**src/rtl/axi4lite_timer_bank.sv**
```systemverilog
// AXI4-Lite slave with NUM_CH independent down-counting timers.
// Each channel exposes CTRL, LOAD, COUNT and a sticky W1C STATUS register plus an irq line.
module axi4lite_timer_bank #(
  parameter int AW     = 8,
  parameter int DW     = 32,
  parameter int CW     = 32,
  parameter int NUM_CH = 4
) (
  input  logic              ACLK,
  input  logic              ARESET,
  input  logic [AW-1:0]     AWADDR,
  input  logic              AWVALID,
  output logic              AWREADY,
  input  logic [DW-1:0]     WDATA,
  input  logic [DW/8-1:0]   WSTRB,
  input  logic              WVALID,
  output logic              WREADY,
  output logic [1:0]        BRESP,
  output logic              BVALID,
  input  logic              BREADY,
  input  logic [AW-1:0]     ARADDR,
  input  logic              ARVALID,
  output logic              ARREADY,
  output logic [DW-1:0]     RDATA,
  output logic [1:0]        RRESP,
  output logic              RVALID,
  input  logic              RREADY,
  output logic [NUM_CH-1:0] irq
);
  localparam int SW = DW / 8;
  localparam int CHW = AW - 4;
  localparam logic [CHW:0] NUM_CH_L = (CHW + 1)'(NUM_CH);
  localparam logic [1:0] RESP_OKAY = 2'b00;
  localparam logic [1:0] RESP_SLVERR = 2'b10;

  logic              rst_done;
  logic              aw_held, w_held;
  logic [AW-1:2]     aw_addr_q;
  logic [DW-1:0]     w_data_q;
  logic [SW-1:0]     w_strb_q;
  logic              bvalid_q, rvalid_q;
  logic [1:0]        bresp_q, rresp_q;
  logic [DW-1:0]     rdata_q;

  logic [NUM_CH-1:0] en, ar, ie, exp;
  logic [CW-1:0]     load  [NUM_CH];
  logic [CW-1:0]     count [NUM_CH];

  logic              aw_ready, w_ready, ar_ready, do_write, wr_ok, rd_ok;
  logic [CHW-1:0]    wr_ch, rd_ch;
  logic [1:0]        wr_off, rd_off;
  logic [DW-1:0]     wr_old, wr_new, rd_word;
  logic              unused_addr_bits;

  function automatic logic [DW-1:0] merge(input logic [DW-1:0] old_v,
                                          input logic [DW-1:0] new_v,
                                          input logic [SW-1:0] strb);
    logic [DW-1:0] r;
    r = old_v;
    for (int k = 0; k < SW; k++)
      if (strb[k]) r[8*k +: 8] = new_v[8*k +: 8];
    return r;
  endfunction

  assign unused_addr_bits = ^{AWADDR[1:0], ARADDR[1:0]};

  assign aw_ready = rst_done & ~aw_held & ~bvalid_q;
  assign w_ready  = rst_done & ~w_held & ~bvalid_q;
  assign ar_ready = rst_done & ~rvalid_q;
  assign do_write = aw_held & w_held;
  assign wr_ch    = aw_addr_q[AW-1:4];
  assign wr_off   = aw_addr_q[3:2];
  assign rd_ch    = ARADDR[AW-1:4];
  assign rd_off   = ARADDR[3:2];
  assign wr_ok    = {1'b0, wr_ch} < NUM_CH_L;
  assign rd_ok    = {1'b0, rd_ch} < NUM_CH_L;

  // Outputs are forced low for the whole time reset is held, including its first cycle.
  assign AWREADY = aw_ready & ~ARESET;
  assign WREADY  = w_ready & ~ARESET;
  assign ARREADY = ar_ready & ~ARESET;
  assign BVALID  = bvalid_q & ~ARESET;
  assign BRESP   = ARESET ? 2'b00 : bresp_q;
  assign RVALID  = rvalid_q & ~ARESET;
  assign RRESP   = ARESET ? 2'b00 : rresp_q;
  assign RDATA   = ARESET ? '0 : rdata_q;
  assign irq     = ARESET ? '0 : (exp & ie);

  always_comb begin
    wr_old = '0;
    for (int i = 0; i < NUM_CH; i++)
      if (wr_ch == CHW'(i))
        wr_old = (wr_off == 2'd0) ? DW'({ie[i], ar[i], en[i]}) : DW'(load[i]);
    wr_new = merge(wr_old, w_data_q, w_strb_q);
  end

  always_comb begin
    rd_word = '0;
    for (int i = 0; i < NUM_CH; i++)
      if (rd_ch == CHW'(i))
        case (rd_off)
          2'd0:    rd_word = DW'({ie[i], ar[i], en[i]});
          2'd1:    rd_word = DW'(load[i]);
          2'd2:    rd_word = DW'(count[i]);
          default: rd_word = DW'(exp[i]);
        endcase
  end

  always_ff @(posedge ACLK) begin
    if (ARESET) begin
      rst_done  <= 1'b0;
      aw_held   <= 1'b0;
      w_held    <= 1'b0;
      aw_addr_q <= '0;
      w_data_q  <= '0;
      w_strb_q  <= '0;
      bvalid_q  <= 1'b0;
      bresp_q   <= 2'b00;
      rvalid_q  <= 1'b0;
      rresp_q   <= 2'b00;
      rdata_q   <= '0;
    end else begin
      rst_done <= 1'b1;
      if (AWVALID && aw_ready) begin
        aw_held   <= 1'b1;
        aw_addr_q <= AWADDR[AW-1:2];
      end
      if (WVALID && w_ready) begin
        w_held   <= 1'b1;
        w_data_q <= WDATA;
        w_strb_q <= WSTRB;
      end
      if (do_write) begin
        aw_held  <= 1'b0;
        w_held   <= 1'b0;
        bvalid_q <= 1'b1;
        bresp_q  <= wr_ok ? RESP_OKAY : RESP_SLVERR;
      end else if (bvalid_q && BREADY) begin
        bvalid_q <= 1'b0;
      end
      // Register values are sampled before this edge's updates, so a colliding read sees old data.
      if (ARVALID && ar_ready) begin
        rvalid_q <= 1'b1;
        rdata_q  <= rd_ok ? rd_word : '0;
        rresp_q  <= rd_ok ? RESP_OKAY : RESP_SLVERR;
      end else if (rvalid_q && RREADY) begin
        rvalid_q <= 1'b0;
      end
    end
  end

  // Bus writes are assigned after the timer update so they take priority, except expiry beats W1C.
  always_ff @(posedge ACLK) begin
    if (ARESET) begin
      en  <= '0;
      ar  <= '0;
      ie  <= '0;
      exp <= '0;
      for (int i = 0; i < NUM_CH; i++) begin
        load[i]  <= '0;
        count[i] <= '0;
      end
    end else begin
      for (int i = 0; i < NUM_CH; i++) begin
        if (en[i]) begin
          if (count[i] != '0) begin
            count[i] <= count[i] - CW'(1);
          end else begin
            exp[i] <= 1'b1;
            if (ar[i]) count[i] <= load[i];
            else       en[i]    <= 1'b0;
          end
        end
        if (do_write && wr_ok && wr_ch == CHW'(i)) begin
          case (wr_off)
            2'd0: if (w_strb_q[0]) begin
              en[i] <= wr_new[0];
              ar[i] <= wr_new[1];
              ie[i] <= wr_new[2];
            end
            2'd1: if (|w_strb_q) begin
              load[i]  <= wr_new[CW-1:0];
              count[i] <= wr_new[CW-1:0];
            end
            2'd3: if (w_strb_q[0] && w_data_q[0] && !(en[i] && count[i] == '0))
              exp[i] <= 1'b0;
            default: ;
          endcase
        end
      end
    end
  end
endmodule

```
**config.mk**
```make
export PLATFORM = sky130hd
export DESIGN_NAME = axi4lite_timer_bank
export DESIGN_NICKNAME = d
export VERILOG_FILES = /design/src/rtl/axi4lite_timer_bank.sv
export SDC_FILE = /design/constraint.sdc
export NUM_CORES = 1
export LEC_CHECK = 0
export ABC_AREA = 0
export BUFFER_PORTS_ARGS = -buffer_cell sky130_fd_sc_hd__buf_2
export CAP_MARGIN = 10
export CORE_UTILIZATION = 45
export DETAILED_ROUTE_END_ITERATION = 16
export SLEW_MARGIN = 30
export SYNTH_ARGS = -nofsm -noshare
export SYNTH_HDL_FRONTEND = slang
export SYNTH_SLANG_ARGS = --single-unit
```
**constraint.sdc**
```tcl
create_clock -name ACLK -period 8.7 [get_ports ACLK]
set_input_delay 2.61 -clock ACLK [delete_from_list [all_inputs] [get_ports ACLK]]
set_output_delay 2.61 -clock ACLK [all_outputs]
set_load 0.005 [all_outputs]
```
==> results of run 1 <==
==> tightest hold or removal path: stages (launching register included) <==
cell	delay, ns
dfxtp_1	0.31
nand2_1	0.05
a21oi_1	0.05
==> synth_stat cells, types with 5 or more instances <==
cell,count
a211oi_1,56
a21o_1,14
a21oi_1,147
a221oi_1,63
a22oi_1,92
and2_1,5
and3_1,13
and4_1,5
buf_1,13
buf_2,6
clkbuf_1,157
dfxtp_1,97
edfxtp_1,256
ha_1,7
inv_1,18
mux2i_1,66
mux4_2,6
nand2_1,167
nand2b_1,14
nand3_1,30
nand3b_1,5
nand4_1,23
nor2_1,334
nor2b_1,69
nor3_1,49
nor3b_1,9
nor4_1,52
nor4b_1,5
o21ai_0,114
o21bai_1,5
o22ai_1,42
o31ai_1,9
o32ai_1,57
or2_2,12
or3_1,16
or4_1,14
xnor2_1,49
xor2_1,53
==> registers in the layout, indices dropped and copies added, names as in the netlist <==
signal     flops
aw_held        1
bresp_q        1
rvalid_q       1
exp            4
rdata_q       32
rst_done       1
w_strb_q       4
w_held         1
rresp_q        1
bvalid_q       1
load         128
en             4
ar             4
aw_addr_q      6
count        128
w_data_q      32
ie             4
==> layout make-up <==
class                           count  share of cell area
Antenna cell                        1            0.000110
Clock inverter                     12             0.00373
Timing Repair Buffer              154              0.0409
Multi-Input combinational cell   1644               0.441
Tap cell                          592              0.0325
Sequential cell                   353               0.423
Inverter                           18             0.00296
Clock buffer                       65              0.0558
==> cell families (layout without fill, tap and decap cells) <==
logic type / count (synthesis) / count (layout) / share of synthesized area
XOR/XNOR: 102 / 102 / 0.0439
AND/OR/NAND/NOR: 836 / 836 / 0.196
AO/OA/AOI/OAI: 623 / 623 / 0.205
other: 1 / 3 / 0.000184
adder cells (fa/ha/maj): 7 / 7 / 0.00431
buffers and inverters: 196 / 249 / 0.0369
multiplexers: 74 / 74 / 0.0402
flip-flops: 353 / 353 / 0.473
==> layer usage <==
layer	routed length, um	global-route usage
met2	34700	0.499
met5	56	0
met3	9460	0.0826
met1	31500	0.456
met4	3690	0.165
==> cells in the final DEF (no fill, tap or decap), drive strengths merged, types with 17 or more instances in the layout <==
cell and count:
a221oi 63, nor3 49, a211oi 56, dfxtp 97, nor4 52, a22oi 92
nand3 30, buf 154, a21oi 147, xor2 53, clkbuf 65, edfxtp 256
nand4 23, or3 17, o32ai 59, nor2 334, inv 19, nor2b 69
nand2 167, xnor2 49, mux2i 66, o21ai 114, o22ai 42
==> where the power goes <==
group | switching [mW] | internal, mW | leakage (nW)
logic | 0.266 | 0.118 | 3.81
clock network | 0.726 | 1.03 | 0.671
registers | 0.0718 | 1.85 | 3.43
total | 1.06 | 3.01 | 7.91
==> worst max-delay path by stage <==
stage           start         to  slack, ns  depth (start not counted)
6_report       ARESET     irq[2]       1.99                          4
5_1_grt        ARESET     irq[2]       1.89                          4
4_1_cts        ARESET     irq[2]       1.96                          4
3_5_place_dp   ARESET     irq[2]       1.98                          4
3_3_place_gp   ARESET     irq[2]       2.01                          4
2_1_floorplan  ARESET  RDATA[26]       2.55                          4
==> qor.csv, run 1 <==
metric;value;unit
outcome;finished, final reports clean;
postCtsSetupBuffers;0;
root_buffer;clkbuf_16;
multiInputGateArea;10100;um^2
drt_iter0_drc;2686;
insertion_delay;0.59;ns
initial_core_util;0.458;
drv_cap;0;
reg2reg_to;count[2][6]$_SDFFCE_PN0P_;
clkSinkCount;353;
async_flop_share;0;
timing.final.crit_period;6.71;ns
yosys_warnings;0;
place_ws;1.98;ns
crit_chain;buf_4 > inv_1 > and3_1 > buf_2;
r2r_cells;7;
finalSetupViolCount;0;
crit_family;buffers and inverters;
ys_types;62;
wl_per_cell;28.0;um
fillers;4130;
synth_top_area_cell;edfxtp_1;
irDropWorstVdd;0.125;mV
dpl_cell_area;21400;um^2
end_kind;primary output;
startpoint_type;primary input;
p_leak;7.91;nW
wirelength;79400;um
area_growth;12.1;%
fmax;149;MHz
path_buf_inv;3;
syn-cell-area;20300;um^2
vias;19000;
die_w;215;um
path_max_fanout;62;
dp_cells;2760;
rows;77;
r2r-start;count[2][21]$_SDFFCE_PN0P_;
p_total;4.07;mW
numCtsBuffers;42;
syn_inst;2192;
max_slew.worst_pin.slew;1.07;ns
layout-drive-gt1-share;0.118;
dominantRegCellSynth;edfxtp_1;
min_path_cells;2;
slowest_stage;buf_4;
layout.cells.non_filler;2839;
post_cts_resized;0;
cp.arrival;4.10;ns
clk_pin_slew;0.06;ns
synth_area_leaders;edfxtp_1 (38%), dfxtp_1 (9.5%), nor2_1 (6.2%), a21oi_1 (3.6%), a22oi_1 (3.4%);
ys_ff_latch;353;
avgSynthCellArea;9.28;um^2
dieArea;46100;um^2
die_h;215;um
routabilityCongestion;0.934;
grt_pass1_wl;115000;um
ys_seq_area_frac;0.473;
routed_via_density;6.71;
path_class;in2out;
min_path_type;reg2reg;
worstPathRequired;6.09;ns
timing.hold.ws;0.460;ns
power_density;179;nW/um^2
slew_violations;0;
grt_max_degree;83;
gr-total-overflow;0;
holdPathEnd;w_data_q[7]$_SDFFE_PP0P_;
ant_nets;0;
finalSetupTns;0;ns
h-tree-depth;2;
layout_setup_ws;1.99;ns
regArea;9630;um^2
ios;104;
core-area;44400;um^2
synth-edff-count;256;
rsz0062_at_grt;false;
port_buffers;97;
hp-start;w_data_q[7]$_SDFFE_PP0P_;
drc_errors;0;
tritoncts;done;
grt_antenna_before_repair;6;
clk_path_buf_depth;3;
stdcell_area;22800;um^2
fin_crit_sh;0.771;
finClkSkew;0.0321;ns
first_pass_iters;6;
grt_pass1_vias;17800;
fin_nets;2279;
rrSetupSlack;4.68;ns
cts-hold-fix-buffers;0;
grt_usage;0.336;
hold_viol;0;
relSlewSlack;0.275;
slowest_delay;0.52;ns
hpwl;50900;um
final_core_util;0.513;
synth.top_cell.area_share;0.378;
Power figures use the tool's default switching activity.
==> run 2: changes to the inputs <==
==> constraint.sdc (replaced) <==
create_clock -name ACLK -period 6.4 [get_ports ACLK]
set_input_delay 1.92 -clock ACLK [delete_from_list [all_inputs] [get_ports ACLK]]
set_output_delay 1.92 -clock ACLK [all_outputs]
set_load 0.005 [all_outputs]
==> run 2 against run 1 <==
Effect of this change:
- clock-buffer cell count increased by 2
- cell count is 0.25% higher
- global-route usage down 0.27 points
- combinational power increased by 35%
- core utilization increased by 0.24 points
- final area increased by 0.47%
- critical path type unchanged
- register-to-register slack got worse by 2.3 ns
- sequential share of layout area shrank 0.20 points
==> qor.csv, run 2 (synthesis gave the netlist of run 1 again) <==
metric;value;unit;change
layout-drive-gt1-share;0.125;;was 0.118
post_cts_resized;0;;unchanged
postCtsSetupBuffers;0;;unchanged
mostFrequentLayoutCells;nor2_1 (333), edfxtp_1 (256), nand2_1 (162);;was nor2_1 (333), edfxtp_1 (256), nand2_1 (163)
slowest_stage;inv_1;;was buf_4
startpoint_type;primary input;;unchanged
crit_family;buffers and inverters;;unchanged
layout_setup_ws;1.58;ns;was 1.99 ns
p_leak;7.97;nW;was 7.91 nW
hpwl;52000;um;was 50,900 um
grtUsageMet2;0.492;;was 0.499
path_max_fanout;11;;was 62
root_buffer;clkbuf_16;;unchanged
place_ws;1.60;ns;was 1.98 ns
die_h;215;um;unchanged
clk_pin_slew;0.06;ns;about the same
layout_commonest_cell;nor2_1;;unchanged
ios;104;;unchanged
relSlewSlack;0.303;;was 0.275
drt_iter0_drc;2738;;was 2,686
largest_registers;count: 128 flops, load: 128 flops;;unchanged
cts-hold-fix-buffers;0;;unchanged
finalSetupTns;0;ns;unchanged
rsz0062_at_grt;false;;unchanged
tritoncts;done;;unchanged
clk_path_buf_depth;3;;unchanged
stdcell_area;22900;um^2;was 22,800 um^2
core-area;44400;um^2;unchanged
h-tree-depth;2;;unchanged
port_buffers;97;;unchanged
dpl_cell_area;21500;um^2;was 21,400 um^2
first_pass_iters;6;;unchanged
p_int;4.12;mW;was 3.01 mW
gr-total-overflow;0;;unchanged
use_met1;0.459;;was 0.456
area_growth;12.6;%;was 12.1%
hold_viol;0;;unchanged
drv_cap;0;;unchanged
fmax;208;MHz;
routed_via_density;6.64;;was 6.71
share_comb_of_total_power;0.093;;was 0.094
power_density;244;nW/um^2;was 179 nW/um^2
fin_nets;2285;;was 2,279
max_slew.worst_pin.slew;1.05;ns;was 1.07 ns
outcome;finished, final reports clean;;unchanged
cp.arrival;2.90;ns;was 4.10 ns
rows;77;;unchanged
grt_pass1_wl;115000;um;about the same
crit_chain;buf_4 > inv_1 > and3_1 > buf_2;;unchanged
path_buf_inv;3;;unchanged
min_path_type;reg2reg;;unchanged
ant_nets;0;;unchanged
end_kind;primary output;;unchanged
initial_core_util;0.458;;unchanged
finClkSkew;0.0174;ns;was 0.0321 ns
slowest_delay;0.43;ns;was 0.52 ns
fin_crit_sh;0.753;;
p_clk_frac;0.439;;was 0.432
grt_pass1_vias;17600;;was 17,800
p_sw;1.48;mW;was 1.06 mW
path_class;in2out;;unchanged
grt_usage;0.333;;was 0.336
grtUsageMet3;0.0868;;was 0.0826
irDropWorstVdd;0.158;mV;was 0.125 mV
insertion_delay;0.58;ns;was 0.59 ns
timing.final.crit_period;4.82;ns;
wl_per_cell;27.5;um;was 28.0 um
numCtsBuffers;42;;unchanged
vias;18900;;was 19,000
slew_violations;0;;unchanged
wirelength;78300;um;was 79,400 um
routabilityCongestion;0.931;;was 0.934
finalSetupViolCount;0;;unchanged
worstPathRequired;4.48;ns;was 6.09 ns
dieArea;46100;um^2;unchanged
clkSinkCount;353;;unchanged
pwr-share-seq;0.468;;was 0.473
grt_antenna_before_repair;4;;was 6
switching_share;0.264;;was 0.261
busiest_layer;met2;;unchanged
die_w;215;um;unchanged
grt_max_degree;80;;was 83
timing.hold.ws;0.465;ns;was 0.460 ns
drc_errors;0;;unchanged
[run 2: changes by cell type in the layout (fill, tap and decap cells not counted), sizes merged]
cell,previous run,this run
diode,1,2
buf,154,160
clkinv,10,7
inv,19,20
clkinvlp,0,1
bufinv,1,0
clkbuf,65,67
[run 2: per-layer routing]
metal	share of wire	wire length (um)
met1	0.40	31100
met2	0.43	33500
met3	0.13	10100
met4	0.046	3570
met5	0.00043	34
[run 2: worst paths after layout]
path	to	cells past startpoint	slack, ns	startpoint
worst max-delay path	irq[0]	4	1.58	ARESET
worst min-delay path	w_data_q[4]$_SDFFE_PP0P_	2	0.47	w_data_q[4]$_SDFFE_PP0P_
worst max register to register	count[2][6]$_SDFFCE_PN0P_	8	2.39	count[2][17]$_SDFFCE_PN0P_
worst min register to register	w_data_q[4]$_SDFFE_PP0P_	2	0.47	w_data_q[4]$_SDFFE_PP0P_
[run 2: power groups by stage]
stage               clock [mW]  sequential, mW  combinational (mW)
floorplan                    0            2.62               0.324
global placement             0            2.66               0.496
detailed placement           0            2.67               0.502
CTS                       2.47            2.62               0.503
global route              2.56            2.63               0.550
finish                    2.46            2.62               0.519
[run 2: cell type report]
type,count,area [um^2]
diodes,2,5.00
inverters,18,67.6
multi-input cells,1644,10100
fillers,4104,21500
flip-flops and latches,353,9630
clock inverters,10,57.6
clock buffers,67,1340
repair buffers,160,986
well taps,592,741
[run 2: per-stage QoR]
stage / utilization / power (mW) / std cells
3_3_place_gp: 0.483 / 3.16 / 2766
4_1_cts: 0.515 / 5.59 / 2844
6_report: 0.516 / 5.60 / 2846
2_1_floorplan: - / 2.94 / 2193
5_1_grt: 0.516 / 5.74 / 2844
3_5_place_dp: 0.484 / 3.17 / 2767
[run 2: worst min-delay path: stages (launching register included)]
cell and delay [ns]:
dfxtp_1 0.31, nand2_1 0.05, a21oi_1 0.06
